===== src/rtl/bsg_link_pearl_pkg.sv =====
// Shared definitions for the SDR link reset sequencer.
//   bsg_sdr_link_seq_state_e   : bring-up FSM state encoding
//   bsg_sdr_link_seq_step_gp   : default hold time of each release step
//   bsg_sdr_link_seq_token_gp  : default width of the token-reset pulse
//   bsg_sdr_link_seq_max       : larger of two durations, used to size the counter
package bsg_link_pearl_pkg;

  typedef enum logic [2:0] {
    e_seq_idle     = 3'd0,
    e_seq_link_en  = 3'd1,
    e_seq_token_hi = 3'd2,
    e_seq_token_lo = 3'd3,
    e_seq_up_rel   = 3'd4,
    e_seq_down_rel = 3'd5,
    e_seq_ds_rel   = 3'd6,
    e_seq_done     = 3'd7
  } bsg_sdr_link_seq_state_e;

  localparam int bsg_sdr_link_seq_step_gp  = 16;
  localparam int bsg_sdr_link_seq_token_gp = 4;

  function automatic int bsg_sdr_link_seq_max(input int a, input int b);
    return (a > b) ? a : b;
  endfunction

endpackage


===== src/rtl/bsg_sdr_link_reset_sequencer.sv =====
// Ordered reset release for an SDR link: enable the link I/O, pulse the token
// reset, then release uplink, downlink and downstream resets one step apart.
// Ports:
//   core_clk_i          sole clock
//   core_reset_i        synchronous active-high reset (highest priority)
//   start_i             begin bring-up, honoured only in IDLE
//   abort_i             return to IDLE and reassert all resets
//   token_reset_o       link token reset
//   uplink_reset_o      core uplink reset
//   downlink_reset_o    downlink reset
//   downstream_reset_o  core downstream reset
//   link_i_disable_o    input-link disable
//   link_o_disable_o    output-link disable
//   busy_o              sequence in progress
//   done_o              link released and operational
module bsg_sdr_link_reset_sequencer
  import bsg_link_pearl_pkg::*;
#(
  parameter int step_cycles_p  = bsg_sdr_link_seq_step_gp,
  parameter int token_cycles_p = bsg_sdr_link_seq_token_gp
) (
  input  logic core_clk_i,
  input  logic core_reset_i,
  input  logic start_i,
  input  logic abort_i,
  output logic token_reset_o,
  output logic uplink_reset_o,
  output logic downlink_reset_o,
  output logic downstream_reset_o,
  output logic link_i_disable_o,
  output logic link_o_disable_o,
  output logic busy_o,
  output logic done_o
);

  // One extra bit beyond clog2 keeps the duration-1 load from wrapping.
  localparam int cnt_w_lp = $clog2(bsg_sdr_link_seq_max(step_cycles_p, token_cycles_p)) + 1;
  localparam logic [cnt_w_lp-1:0] step_ld_lp  = cnt_w_lp'(step_cycles_p - 1);
  localparam logic [cnt_w_lp-1:0] token_ld_lp = cnt_w_lp'(token_cycles_p - 1);

  bsg_sdr_link_seq_state_e state_r, state_n;
  logic [cnt_w_lp-1:0]     cnt_r, cnt_n;
  bsg_sdr_link_seq_state_e step_nxt;
  logic [cnt_w_lp-1:0]     step_ld;
  logic [7:0]              outs;

  always_ff @(posedge core_clk_i) begin
    if (core_reset_i) begin
      state_r <= e_seq_idle;
      cnt_r   <= '0;
    end else begin
      state_r <= state_n;
      cnt_r   <= cnt_n;
    end
  end

  // Successor of each timed step and the counter value it is entered with.
  always_comb begin
    step_nxt = e_seq_idle;
    step_ld  = '0;
    case (state_r)
      e_seq_link_en:  begin step_nxt = e_seq_token_hi; step_ld = token_ld_lp; end
      e_seq_token_hi: begin step_nxt = e_seq_token_lo; step_ld = step_ld_lp;  end
      e_seq_token_lo: begin step_nxt = e_seq_up_rel;   step_ld = step_ld_lp;  end
      e_seq_up_rel:   begin step_nxt = e_seq_down_rel; step_ld = step_ld_lp;  end
      e_seq_down_rel: begin step_nxt = e_seq_ds_rel;   step_ld = step_ld_lp;  end
      e_seq_ds_rel:   begin step_nxt = e_seq_done;     step_ld = '0;          end
      default:        begin step_nxt = e_seq_idle;     step_ld = '0;          end
    endcase
  end

  always_comb begin
    state_n = state_r;
    cnt_n   = cnt_r;
    if (abort_i) begin
      state_n = e_seq_idle;
      cnt_n   = '0;
    end else begin
      case (state_r)
        e_seq_idle: begin
          if (start_i) begin
            state_n = e_seq_link_en;
            cnt_n   = step_ld_lp;
          end
        end
        e_seq_done: begin
          cnt_n = '0;
        end
        default: begin
          if (cnt_r == '0) begin
            state_n = step_nxt;
            cnt_n   = step_ld;
          end else begin
            cnt_n = cnt_r - cnt_w_lp'(1);
          end
        end
      endcase
    end
  end

  // {token, uplink, downlink, downstream, link_i_dis, link_o_dis, busy, done}
  always_comb begin
    outs = 8'b0111_1100;
    case (state_r)
      e_seq_idle:     outs = 8'b0111_1100;
      e_seq_link_en:  outs = 8'b0111_0010;
      e_seq_token_hi: outs = 8'b1111_0010;
      e_seq_token_lo: outs = 8'b0111_0010;
      e_seq_up_rel:   outs = 8'b0011_0010;
      e_seq_down_rel: outs = 8'b0001_0010;
      e_seq_ds_rel:   outs = 8'b0000_0010;
      e_seq_done:     outs = 8'b0000_0001;
      default:        outs = 8'b0111_1100;
    endcase
  end

  assign token_reset_o      = outs[7];
  assign uplink_reset_o     = outs[6];
  assign downlink_reset_o   = outs[5];
  assign downstream_reset_o = outs[4];
  assign link_i_disable_o   = outs[3];
  assign link_o_disable_o   = outs[2];
  assign busy_o             = outs[1];
  assign done_o             = outs[0];

endmodule


===== config.mk =====
export PLATFORM = sky130hd
export DESIGN_NAME = bsg_sdr_link_reset_sequencer
export DESIGN_NICKNAME = d
export VERILOG_FILES = /design/src/rtl/bsg_link_pearl_pkg.sv /design/src/rtl/bsg_sdr_link_reset_sequencer.sv
export SDC_FILE = /design/constraint.sdc
export NUM_CORES = 1
export LEC_CHECK = 0
export CAP_MARGIN = 5
export CORE_MARGIN = 2
export CORE_UTILIZATION = 53
export DETAILED_ROUTE_END_ITERATION = 16
export PLACE_DENSITY = 0.78
export RECOVER_POWER = 50
export SYNTH_ARGS = -nofsm -noshare
export SYNTH_HDL_FRONTEND = slang
export SYNTH_SLANG_ARGS = --single-unit

===== constraint.sdc =====
create_clock -name core_clk_i -period 3.6 [get_ports core_clk_i]
set_input_delay 0.9 -clock core_clk_i [delete_from_list [all_inputs] [get_ports core_clk_i]]
set_output_delay 0.9 -clock core_clk_i [all_outputs]
set_load 0.01 [all_outputs]

==> insert_results.sql, run 1 <==
INSERT INTO impl_metrics (metric_group, metric, value, unit) VALUES
('sta', 'finClkSkew', '2.16', 'ps'),
('detailed_routing', 'vias', '612', ''),
('clocking', 'cts-hold-fix-buffers', '0', ''),
('synthesis', 'syn-cell-area', '714', 'sq um'),
('synthesis', 'synth_top_family_by_area', 'simple AND/OR/NAND/NOR gates', ''),
('sta', 'hold_viol', '0', ''),
('sta', 'grt_setup_unrepaired', 'false', ''),
('sta', 'report.final.slew_viol_count', '0', ''),
('synthesis', 'top_ff_cell_synth', 'dfxtp_1', ''),
('finish', 'nets', '102', ''),
('sta', 'fin_ws', '1550', 'ps'),
('critical_path', 'cp_top_family', 'buffers and inverters', ''),
('finish', 'regArea', '300', 'sq um'),
('synthesis', 'syn_area_per_cell', '8.51', 'sq um'),
('synthesis', 'synth-warning-count', '0', ''),
('detailed_routing', 'post-route-drc-count', '0', ''),
('worst_hold_path', 'hold_start', 'cnt_r[4]', ''),
('synthesis', 'synth_compound_area_share', '19.6', '%'),
('critical_path', 'critical-path-slowest-cell', 'clkdlybuf4s50_1', ''),
('synthesis', 'share_of_synthesized_area_occupied_by_flip_flops_and_latches', '42.0', '%'),
('placement', 'place_congestion', '0.911', ''),
('floorplanning', 'die_h', '40.7', 'um'),
('finish', 'layout.cells.most_common_list', '15 x dfxtp_1, 14 x nor2_1, 9 x clkdlybuf4s50_1', ''),
('floorplanning', 'initial_utilization', '55.6', '%'),
('finish', 'areaGrowthSynthToFinish', '18.4', '%'),
('clocking', 'cts_buffer_depth', '2', ''),
('detailed_routing', 'totalWireLength', '1.38', 'mm'),
('sta', 'period_minus_slack', '2050', 'ps'),
('global_routing', 'grt_use_total', '22.5', '%'),
('power', 'leakage', '0.000335', 'uW'),
('critical_path', 'cp_cell_sequence', 'clkdlybuf4s50_1', ''),
('outcome', 'status', 'completed', ''),
('critical_path', 'cpPeakStageDelay', '530', 'ps'),
('clocking', 'clkTransAtPathRegs', '90', 'ps'),
('sta', 'worst_pin_slew', '728', 'ps'),
('synthesis', 'yosys_register_bits', '15', ''),
('synthesis', 'yosys.area_share.adder', '3.50', '%'),
('synthesis', 'synth_mux_area_share', '1.40', '%'),
('clocking', 'post_cts_repair_setup_buffers', '0', ''),
('worst_hold_path', 'min_delay_worst_endpoint', 'cnt_r[4]', ''),
('global_routing', 'grt_pass1_wl', '2.30', 'mm'),
('sta', 'post-route-period-util', '56.9', '%'),
('detailed_routing', 'detail-route-antenna-nets', '0', ''),
('synthesis', 'synth_edf_count', '0', ''),
('floorplanning', 'core_area', '0.00128', 'sq mm'),
('power', 'worst_ir_drop_vdd', '236', 'uV'),
('detailed_routing', 'dr.first_iter.drc_count', '6', ''),
('global_routing', 'vias_in_the_first_global_route', '546', ''),
('sta', 'worst_slew_margin_rel', '50.8', '%'),
('critical_path', 'cp.arrival', '1150', 'ps'),
('clocking', 'cts_resized', '0', ''),
('detailed_routing', 'route.detailed.wl_per_inst', '12.5', 'um'),
('critical_path', 'timing.critical_path.required', '2700', 'ps'),
('sta', 'setup-violations-final', '0', ''),
('detailed_routing', 'detailedRoute.firstPassIterationCount', '4', ''),
('worst_hold_path', 'hold_class', 'reg -> reg', ''),
('finish', 'area_of_the_multi_input_gates', '370', 'sq um'),
('floorplanning', 'floorplan.die_area', '0.00166', 'sq mm'),
('sta', 'timing.setup.tns', '0', 'ps'),
('finish', 'layout-drive-gt1-share', '7.37', '%'),
('clocking', 'cts_root_buf', 'clkbuf_4', ''),
('critical_path', 'reg2reg_from', 'cnt_r[0]', ''),
('critical_path', 'r2r_cells', '6', ''),
('finish', 'filler_cell_count', '120', ''),
('power', 'total_power', '324', 'uW'),
('critical_path', 'critical_path_class', 'reg -> out', ''),
('placement', 'detailedPlace.worstSlack', '1500', 'ps'),
('clocking', 'h-tree-depth', '1', ''),
('synthesis', 'postSynth.asyncResetShare', '0', '%'),
('finish', 'layout.cells.most_common', 'dfxtp_1', ''),
('synthesis', 'netlist-cell-type-count', '33', '');
-- area by class of cell --
| class | count | area share (%) |
|---|---|---|
| Inverter | 5 | 2.22 |
| Sequential cell | 15 | 35.5 |
| Tap cell | 15 | 2.22 |
| Timing Repair Buffer | 11 | 13.0 |
| Clock buffer | 3 | 2.66 |
| Multi-Input combinational cell | 60 | 43.8 |
| Clock inverter | 1 | 0.592 |
-- kinds of logic (layout without fill, tap and decap cells) --
group,after synthesis,after routing
compound gates,20,20
xor+xnor,1,1
fa+ha+maj,2,2
buf+inv,9,20
flops,15,15
mux,1,1
simple gates,36,36
-- routing by layer --
metal  up-vias  wire length (um)  track usage [%]
met5         -                 0                0
met4         0                34             16.7
met2        10               656             32.9
met1       277               638             26.8
met3         5                50             8.15
li1        320                 -                -
-- metrics by stage --
| step | cells | area [sq um] |
|---|---|---|
| 2_1_floorplan | 84 | 714 |
| 3_3_place_gp | 106 | 825 |
| 3_5_place_dp | 106 | 825 |
| 4_1_cts | 110 | 852 |
| 5_1_grt | 110 | 846 |
| 6_report | 110 | 846 |
-- registers in the layout, indices dropped and copies added (netlist names) --
name / cells
outs: 7
cnt_r: 5
state_r: 3
-- power by group --
part | total, uW | internal (uW) | switching (uW)
Sequential | 177 | 171 | 6.05
Clock | 96.4 | 41.4 | 55.0
Combinational | 50.4 | 23.7 | 26.7
Total | 324 | 236 | 87.8
-- worst max path at each step --
stage	start	to	slack (ps)	cells after the start
2_1_floorplan	abort_i	cnt_r[0]	2030	4
3_3_place_gp	abort_i	cnt_r[0]	1550	5
3_5_place_dp	abort_i	cnt_r[0]	1500	5
4_1_cts	outs[3]	link_i_disable_o	1540	1
5_1_grt	cnt_r[0]	state_r[0]	1450	6
6_report	outs[3]	link_i_disable_o	1550	1
-- cell usage after synthesis, drive strengths merged (2+ instances only) --
cell type	n	share of area, %
ha	2	3.5
nor3	5	3.5
inv	5	2.6
nor2	15	8.2
o31ai	2	2.1
a21oi	5	3.5
o221a	2	3.2
o21ai	4	2.8
dfxtp	15	42
and3	2	1.8
nor2b	2	1.8
clkbuf	3	1.6
nand2	3	1.6
or3	2	1.8
Note: power is estimated with default switching activity, not from simulation.
==> run 2: changes to the inputs <==
- CORE_UTILIZATION: 53 -> 45
- PLACE_DENSITY: 0.78 -> 0.7
- clock period: 3.6 -> 1.64 ns (I/O delays scaled with it)
==> insert_results.sql, run 2 (synthesis results as in run 1) <==
INSERT INTO impl_metrics (metric_group, metric, value, unit) VALUES
('global_routing', 'grt_antenna_before_repair', '0', ''),
('floorplanning', 'core_area', '0.00149', 'sq mm'),
('global_routing', 'grt-ovfl-total', '0', ''),
('floorplanning', 'std_cell_rows', '14', ''),
('critical_path', 'timing.critical_path.required', '1230', 'ps'),
('critical_path', 'reg2reg_from', 'cnt_r[0]', ''),
('finish', 'area_of_the_multi_input_gates', '403', 'sq um'),
('clocking', 'clock_sinks', '15', ''),
('global_routing', 'grt_use_total', '19.0', '%'),
('sta', 'setup-violations-final', '0', ''),
('global_routing', 'grt_pass1_wl', '2.71', 'mm'),
('critical_path', 'cp_cell_sequence', 'clkdlybuf4s50_1', ''),
('detailed_routing', 'detailedRoute.firstPassIterationCount', '4', ''),
('placement', 'place_congestion', '0.821', ''),
('power', 'netSwitchingPower', '197', 'uW'),
('detailed_routing', 'dr.first_iter.drc_count', '5', ''),
('power', 'internal-power', '538', 'uW'),
('finish', 'largest_register_ffs', '7', ''),
('finish', 'filler_cell_count', '134', ''),
('power', 'swShare', '26.8', '%'),
('power', 'leakage', '0.000359', 'uW'),
('floorplanning', 'floorplan.die_area', '0.00192', 'sq mm'),
('finish', 'areaGrowthSynthToFinish', '27.8', '%'),
('clocking', 'cts_root_buf', 'clkbuf_4', ''),
('clocking', 'cts-buffers-inserted', '3', ''),
('worst_hold_path', 'hold_class', 'reg -> reg', ''),
('placement', 'place_hpwl', '1.17', 'mm'),
('detailed_routing', 'totalWireLength', '1.52', 'mm'),
('detailed_routing', 'route.detailed.wl_per_inst', '13.1', 'um'),
('placement', 'portBuffers', '11', ''),
('floorplanning', 'initial_utilization', '48.0', '%'),
('placement', 'detailedPlace.worstSlack', '-23.8', 'ps'),
('critical_path', 'worst_setup_path_end_kind', 'output pin', ''),
('clocking', 'clock_tree_from_tritoncts', 'done', ''),
('critical_path', 'critical_path_class', 'reg -> out', ''),
('finish', 'layout.cells.most_common_list', '14 x dfxtp_1, 13 x nor2_1, 11 x clkdlybuf4s50_1, 5 x nor3_1, 5 x a21oi_1', ''),
('power', 'power_per_cell_area', '804', 'mW/mm^2'),
('sta', 'period_minus_slack', '1560', 'ps'),
('sta', 'fin_ws', '75.4', 'ps'),
('sta', 'worst_slew_margin_rel', '73.6', '%'),
('finish', 'nets', '107', ''),
('sta', 'grt_setup_unrepaired', 'false', ''),
('floorplanning', 'design.portCount', '12', ''),
('critical_path', 'cpPeakStageDelay', '540', 'ps'),
('sta', 'post-route-period-util', '95.4', '%'),
('global_routing', 'vias_in_the_first_global_route', '611', ''),
('critical_path', 'cp_top_family', 'buffers and inverters', ''),
('critical_path', 'cp.arrival', '1150', 'ps'),
('floorplanning', 'die_w', '43.8', 'um'),
('clocking', 'h-tree-depth', '1', ''),
('clocking', 'cts_buffer_depth', '2', ''),
('sta', 'finClkSkew', '2.55', 'ps'),
('finish', 'regArea', '302', 'sq um'),
('finish', 'layout-drive-gt1-share', '17.0', '%'),
('detailed_routing', 'post-route-drc-count', '0', ''),
('sta', 'fmax', '639', 'MHz'),
('sta', 'worst_pin_slew', '396', 'ps'),
('sta', 'report.final.slew_viol_count', '0', ''),
('sta', 'hold-worst-slack', '561', 'ps'),
('power', 'worst_ir_drop_vdd', '535', 'uV'),
('power', 'seq_power_share', '53.2', '%'),
('global_routing', 'grt_max_degree', '14', ''),
('finish', 'layout.cells.most_common', 'dfxtp_1', ''),
('critical_path', 'timing.critical_path.from_type', 'register', ''),
('finish', 'num_antenna_cells', '0', ''),
('detailed_routing', 'detail-route-antenna-nets', '0', ''),
('critical_path', 'critical_path_fanouts_max', '2', ''),
('sta', 'hold_viol', '0', ''),
('power', 'comb_power_share', '18.2', '%'),
('detailed_routing', 'vias', '629', ''),
('job', 'cap_violations', '0', ''),
('clocking', 'clkTransAtPathRegs', '80', 'ps'),
('finish', 'layout.core_utilization', '61.3', '%'),
('worst_hold_path', 'hold_start', 'cnt_r[4]', ''),
('floorplanning', 'die_h', '43.8', 'um'),
('outcome', 'status', 'completed', ''),
('clocking', 'clock_insertion_delay_worst_skew', '280', 'ps'),
('critical_path', 'critical-path-slowest-cell', 'clkdlybuf4s50_1', ''),
('detailed_routing', 'vias_per_cell', '5.42', ''),
('critical_path', 'total_buffers_and_inverters_traversed_by_the_critical_path', '1', ''),
('critical_path', 'worstSetupStartpoint', 'outs[3]', ''),
('power', 'pwr-share-clk', '28.6', '%');
run 2: layout make-up:
cell class                      instances  share of cell area, %
Clock buffer                            4                   2.88
Sequential cell                        15                   33.0
Inverter                                5                   2.05
Tap cell                               16                   2.19
Multi-Input combinational cell         60                   44.1
Timing Repair Buffer                   16                   15.8
run 2: per-stage QoR:
| step | cell area (sq um) | setup TNS [ps] | total power [uW] | cells |
|---|---|---|---|---|
| after detailed placement | 848 | -23.8 | 517 | 110 |
| after global routing | 913 | 0 | 771 | 116 |
| after global placement | 848 | 0 | 513 | 110 |
| after floorplan | 714 | 0 | 477 | 84 |
| after CTS | 891 | 0 | 731 | 115 |
| final | 913 | 0 | 734 | 116 |
run 2: worst paths after layout:
kind | to | slack, ps | depth (start not counted)
setup / recovery | link_i_disable_o | 80 | 1
setup reg to reg | cnt_r[1] | 90 | 6
hold reg to reg | cnt_r[4] | 560 | 2
hold / removal | cnt_r[4] | 560 | 2
run 2: repair_timing:
| item | in CTS | in global routing |
|---|---|---|
| gates resized for setup | 3 | 7 |
| hold buffers | 0 | 0 |
| pin swaps | 1 | 2 |
| buffers inserted | 1 | 1 |
| setup endpoints to repair | 1 | 5 |
run 2: layer usage:
| metal | track usage [%] | routed length [um] |
|---|---|---|
| met1 | 24.1 | 704 |
| met3 | 4.17 | 48 |
| met2 | 31.2 | 747 |
| met4 | 7.27 | 21 |
| met5 | 0 | 0 |
run 2: power groups by stage:
stage / registers [uW] / clock network [uW] / logic, uW
floorplan: 393 / 0 / 83.5
global placement: 397 / 0 / 116
detailed placement: 398 / 0 / 119
CTS: 390 / 216 / 125
global route: 393 / 231 / 147
finish: 391 / 210 / 134
==> run 3: changes to the inputs <==
- ABC_AREA: unset -> 1
- CORE_UTILIZATION: 45 -> 46
==> insert_results.sql, run 3 <==
INSERT INTO impl_metrics (metric_group, metric, value, unit) VALUES
('critical_path', 'cpPeakStageDelay', '530', 'ps'),
('synthesis', 'synthDominantAreaCellType', 'dfxtp_1', ''),
('critical_path', 'cp_top_family', 'buffers and inverters', ''),
('synthesis', 'yosys-top-cells-count', '25 x nand2_1, 16 x inv_1, 15 x dfxtp_1', ''),
('sta', 'post-route-period-util', '94.7', '%'),
('sta', 'worst_pin_slew', '267', 'ps'),
('placement', 'portBuffers', '11', ''),
('detailed_routing', 'dr.first_iter.drc_count', '8', ''),
('clocking', 'h-tree-depth', '1', ''),
('floorplanning', 'die_h', '46.4', 'um'),
('synthesis', 'yosys-top-cells-area', 'dfxtp_1 36%, nand2_1 11%, inv_1 7.3%, nand3_1 5.4%, nand2_2 4.5%', ''),
('floorplanning', 'die_w', '46.4', 'um'),
('synthesis', 'synth-warning-count', '0', ''),
('placement', 'place_congestion', '0.846', ''),
('global_routing', 'grt_pass1_wl', '2.67', 'mm'),
('critical_path', 'worst_setup_path_end_kind', 'output pin', ''),
('global_routing', 'grt_antenna_before_repair', '0', ''),
('synthesis', 'synth_cells', '113', ''),
('job', 'cap_violations', '0', ''),
('sta', 'grt_setup_unrepaired', 'false', ''),
('synthesis', 'yosys_register_bits', '15', ''),
('critical_path', 'critical-path-slowest-cell', 'clkdlybuf4s50_1', ''),
('placement', 'place_hpwl', '1.37', 'mm'),
('synthesis', 'synth_mux_area_share', '0', '%'),
('finish', 'num_antenna_cells', '0', ''),
('detailed_routing', 'detailedRoute.firstPassIterationCount', '4', ''),
('sta', 'finClkSkew', '4.49', 'ps'),
('synthesis', 'yosys.area_share.adder', '3.02', '%'),
('outcome', 'status', 'completed', ''),
('global_routing', 'vias_in_the_first_global_route', '648', ''),
('detailed_routing', 'post-route-drc-count', '0', ''),
('finish', 'layout-drive-gt1-share', '22.6', '%'),
('synthesis', 'synth_nets', '119', ''),
('synthesis', 'syn-cell-area', '828', 'sq um'),
('global_routing', 'grt_use_total', '17.6', '%'),
('detailed_routing', 'vias', '742', ''),
('synthesis', 'synth.top_cell.area_share', '36.3', '%'),
('clocking', 'clock_insertion_delay_worst_skew', '290', 'ps'),
('sta', 'report.final.slew_viol_count', '0', ''),
('global_routing', 'use_met3', '4.71', '%'),
('detailed_routing', 'detail-route-antenna-nets', '0', ''),
('sta', 'hold_viol', '0', ''),
('placement', 'place_area', '0.00101', 'sq mm'),
('critical_path', 'cp.arrival', '1140', 'ps'),
('finish', 'largest_register_ffs', '7', ''),
('synthesis', 'netlist-cell-type-count', '26', ''),
('clocking', 'clock_sinks', '15', ''),
('floorplanning', 'std_cell_rows', '15', ''),
('global_routing', 'grt_use_met2', '28.6', '%'),
('synthesis', 'synth_edf_count', '0', ''),
('finish', 'final_cell_area', '0.00103', 'sq mm'),
('sta', 'hold-worst-slack', '513', 'ps'),
('global_routing', 'grt-ovfl-total', '0', ''),
('synthesis', 'postSynth.asyncResetShare', '0', '%'),
('synthesis', 'synth_top_family_by_area', 'simple AND/OR/NAND/NOR gates', ''),
('floorplanning', 'core_area', '0.00171', 'sq mm'),
('clocking', 'clock_tree_from_tritoncts', 'done', ''),
('critical_path', 'total_buffers_and_inverters_traversed_by_the_critical_path', '1', ''),
('sta', 'period_minus_slack', '1550', 'ps'),
('floorplanning', 'design.portCount', '12', ''),
('clocking', 'cts_resized', '0', ''),
('detailed_routing', 'vias_per_cell', '4.70', ''),
('critical_path', 'critical_path_fanouts_max', '2', ''),
('clocking', 'post_cts_repair_setup_buffers', '0', ''),
('floorplanning', 'floorplan.die_area', '0.00216', 'sq mm'),
('critical_path', 'critical_path_class', 'reg -> out', ''),
('worst_hold_path', 'hold_class', 'reg -> reg', ''),
('finish', 'layout.cells.most_common', 'nand2_1', ''),
('power', 'leakage', '0.000523', 'uW'),
('clocking', 'clkTransAtPathRegs', '90', 'ps'),
('synthesis', 'synth_compound_area_share', '9.52', '%'),
('clocking', 'cts-hold-fix-buffers', '0', ''),
('finish', 'nets', '140', ''),
('clocking', 'cts-buffers-inserted', '3', ''),
('synthesis', 'syn_area_per_cell', '7.33', 'sq um'),
('sta', 'timing.setup.tns', '0', 'ps'),
('global_routing', 'grt_max_degree', '10', ''),
('sta', 'fmax', '644', 'MHz'),
('clocking', 'cts_buffer_depth', '2', ''),
('clocking', 'cts_root_buf', 'clkbuf_4', ''),
('finish', 'layout.cells.most_common_list', '25 x nand2_1, 16 x inv_1, 15 x dfxtp_1, 11 x clkdlybuf4s50_1, 10 x nand3_1', ''),
('critical_path', 'cp_cell_sequence', 'clkdlybuf4s50_1', ''),
('finish', 'areaGrowthSynthToFinish', '24.0', '%'),
('critical_path', 'timing.critical_path.from_type', 'register', ''),
('synthesis', 'share_of_synthesized_area_occupied_by_flip_flops_and_latches', '36.3', '%'),
('sta', 'worst_slew_margin_rel', '82.2', '%'),
('power', 'worst_ir_drop_vdd', '437', 'uV'),
('synthesis', 'yosys.area_share.simple', '40.0', '%'),
('global_routing', 'busiest_layer', 'met2', ''),
('sta', 'setup-violations-final', '0', ''),
('synthesis', 'post_synth_xor_area_fraction', '1.06', '%'),
('global_routing', 'globalRouteMet1Util', '22.3', '%'),
('synthesis', 'most_instantiated_library_cell_after_synthesis', 'nand2_1', ''),
('synthesis', 'top_ff_cell_synth', 'dfxtp_1', ''),
('power', 'power_per_cell_area', '854', 'mW/mm^2'),
('detailed_routing', 'route.detailed.wl_per_inst', '10.4', 'um'),
('critical_path', 'timing.critical_path.required', '1230', 'ps'),
('detailed_routing', 'totalWireLength', '1.64', 'mm'),
('floorplanning', 'initial_utilization', '48.5', '%');
[run 3: worst paths after layout]
kind            start          endpoint  slack, ps  cells past startpoint
max           outs[3]  link_o_disable_o         90                      1
min          cnt_r[4]          cnt_r[4]        510                      2
max reg2reg  cnt_r[1]           outs[1]        150                     12
min reg2reg  cnt_r[4]          cnt_r[4]        510                      2
[run 3: routing by layer]
layer / wire [um] / vias to the layer above / share of wire, %
met1: 763 / 331 / 46
met3: 53 / 6 / 3.2
met5: 0 / - / 0
met2: 794 / 10 / 48
met4: 30 / 0 / 1.8
li1: - / 395 / -
[run 3: cell families (layout without fill, tap and decap cells)]
| logic type | after synthesis | in the layout |
|---|---|---|
| compound gates | 12 | 12 |
| xor+xnor | 1 | 1 |
| fa+ha+maj | 2 | 2 |
| buf+inv | 21 | 41 |
| flops | 15 | 15 |
| simple gates | 62 | 62 |
[run 3: metrics by stage]
step                      util (%)  total power, uW  std cells  setup WS [ps]
after global placement        59.0              673        154           13.3
after global routing          60.1              933        158           10.3
final                         60.1              878        158           87.5
after CTS                     60.6              891        158           74.8
after detailed placement      59.0              680        154          -26.7
after floorplan                  -              593        113            262
[run 3: area by class of cell]
cell class                      count  area [sq um]
Fill cell                         160           681
Multi-Input combinational cell     77           437
Sequential cell                    15           300
Timing Repair Buffer               17           155
Inverter                           20          76.3
Tap cell                           25          31.3
Clock buffer                        3          22.5
Clock inverter                      1          5.00
[run 3: worst min-delay path: cells and delay by family, from the launching register on]
family,cells,cell delay [ps]
AOI/OAI and AO/OA,1,60
DFF,1,340
and+or+nand+nor,1,80
[run 3: report_power, final]
| group | internal [uW] | switching (uW) |
|---|---|---|
| combinational | 112 | 148 |
| clock | 90.6 | 123 |
| sequential | 386 | 17.2 |
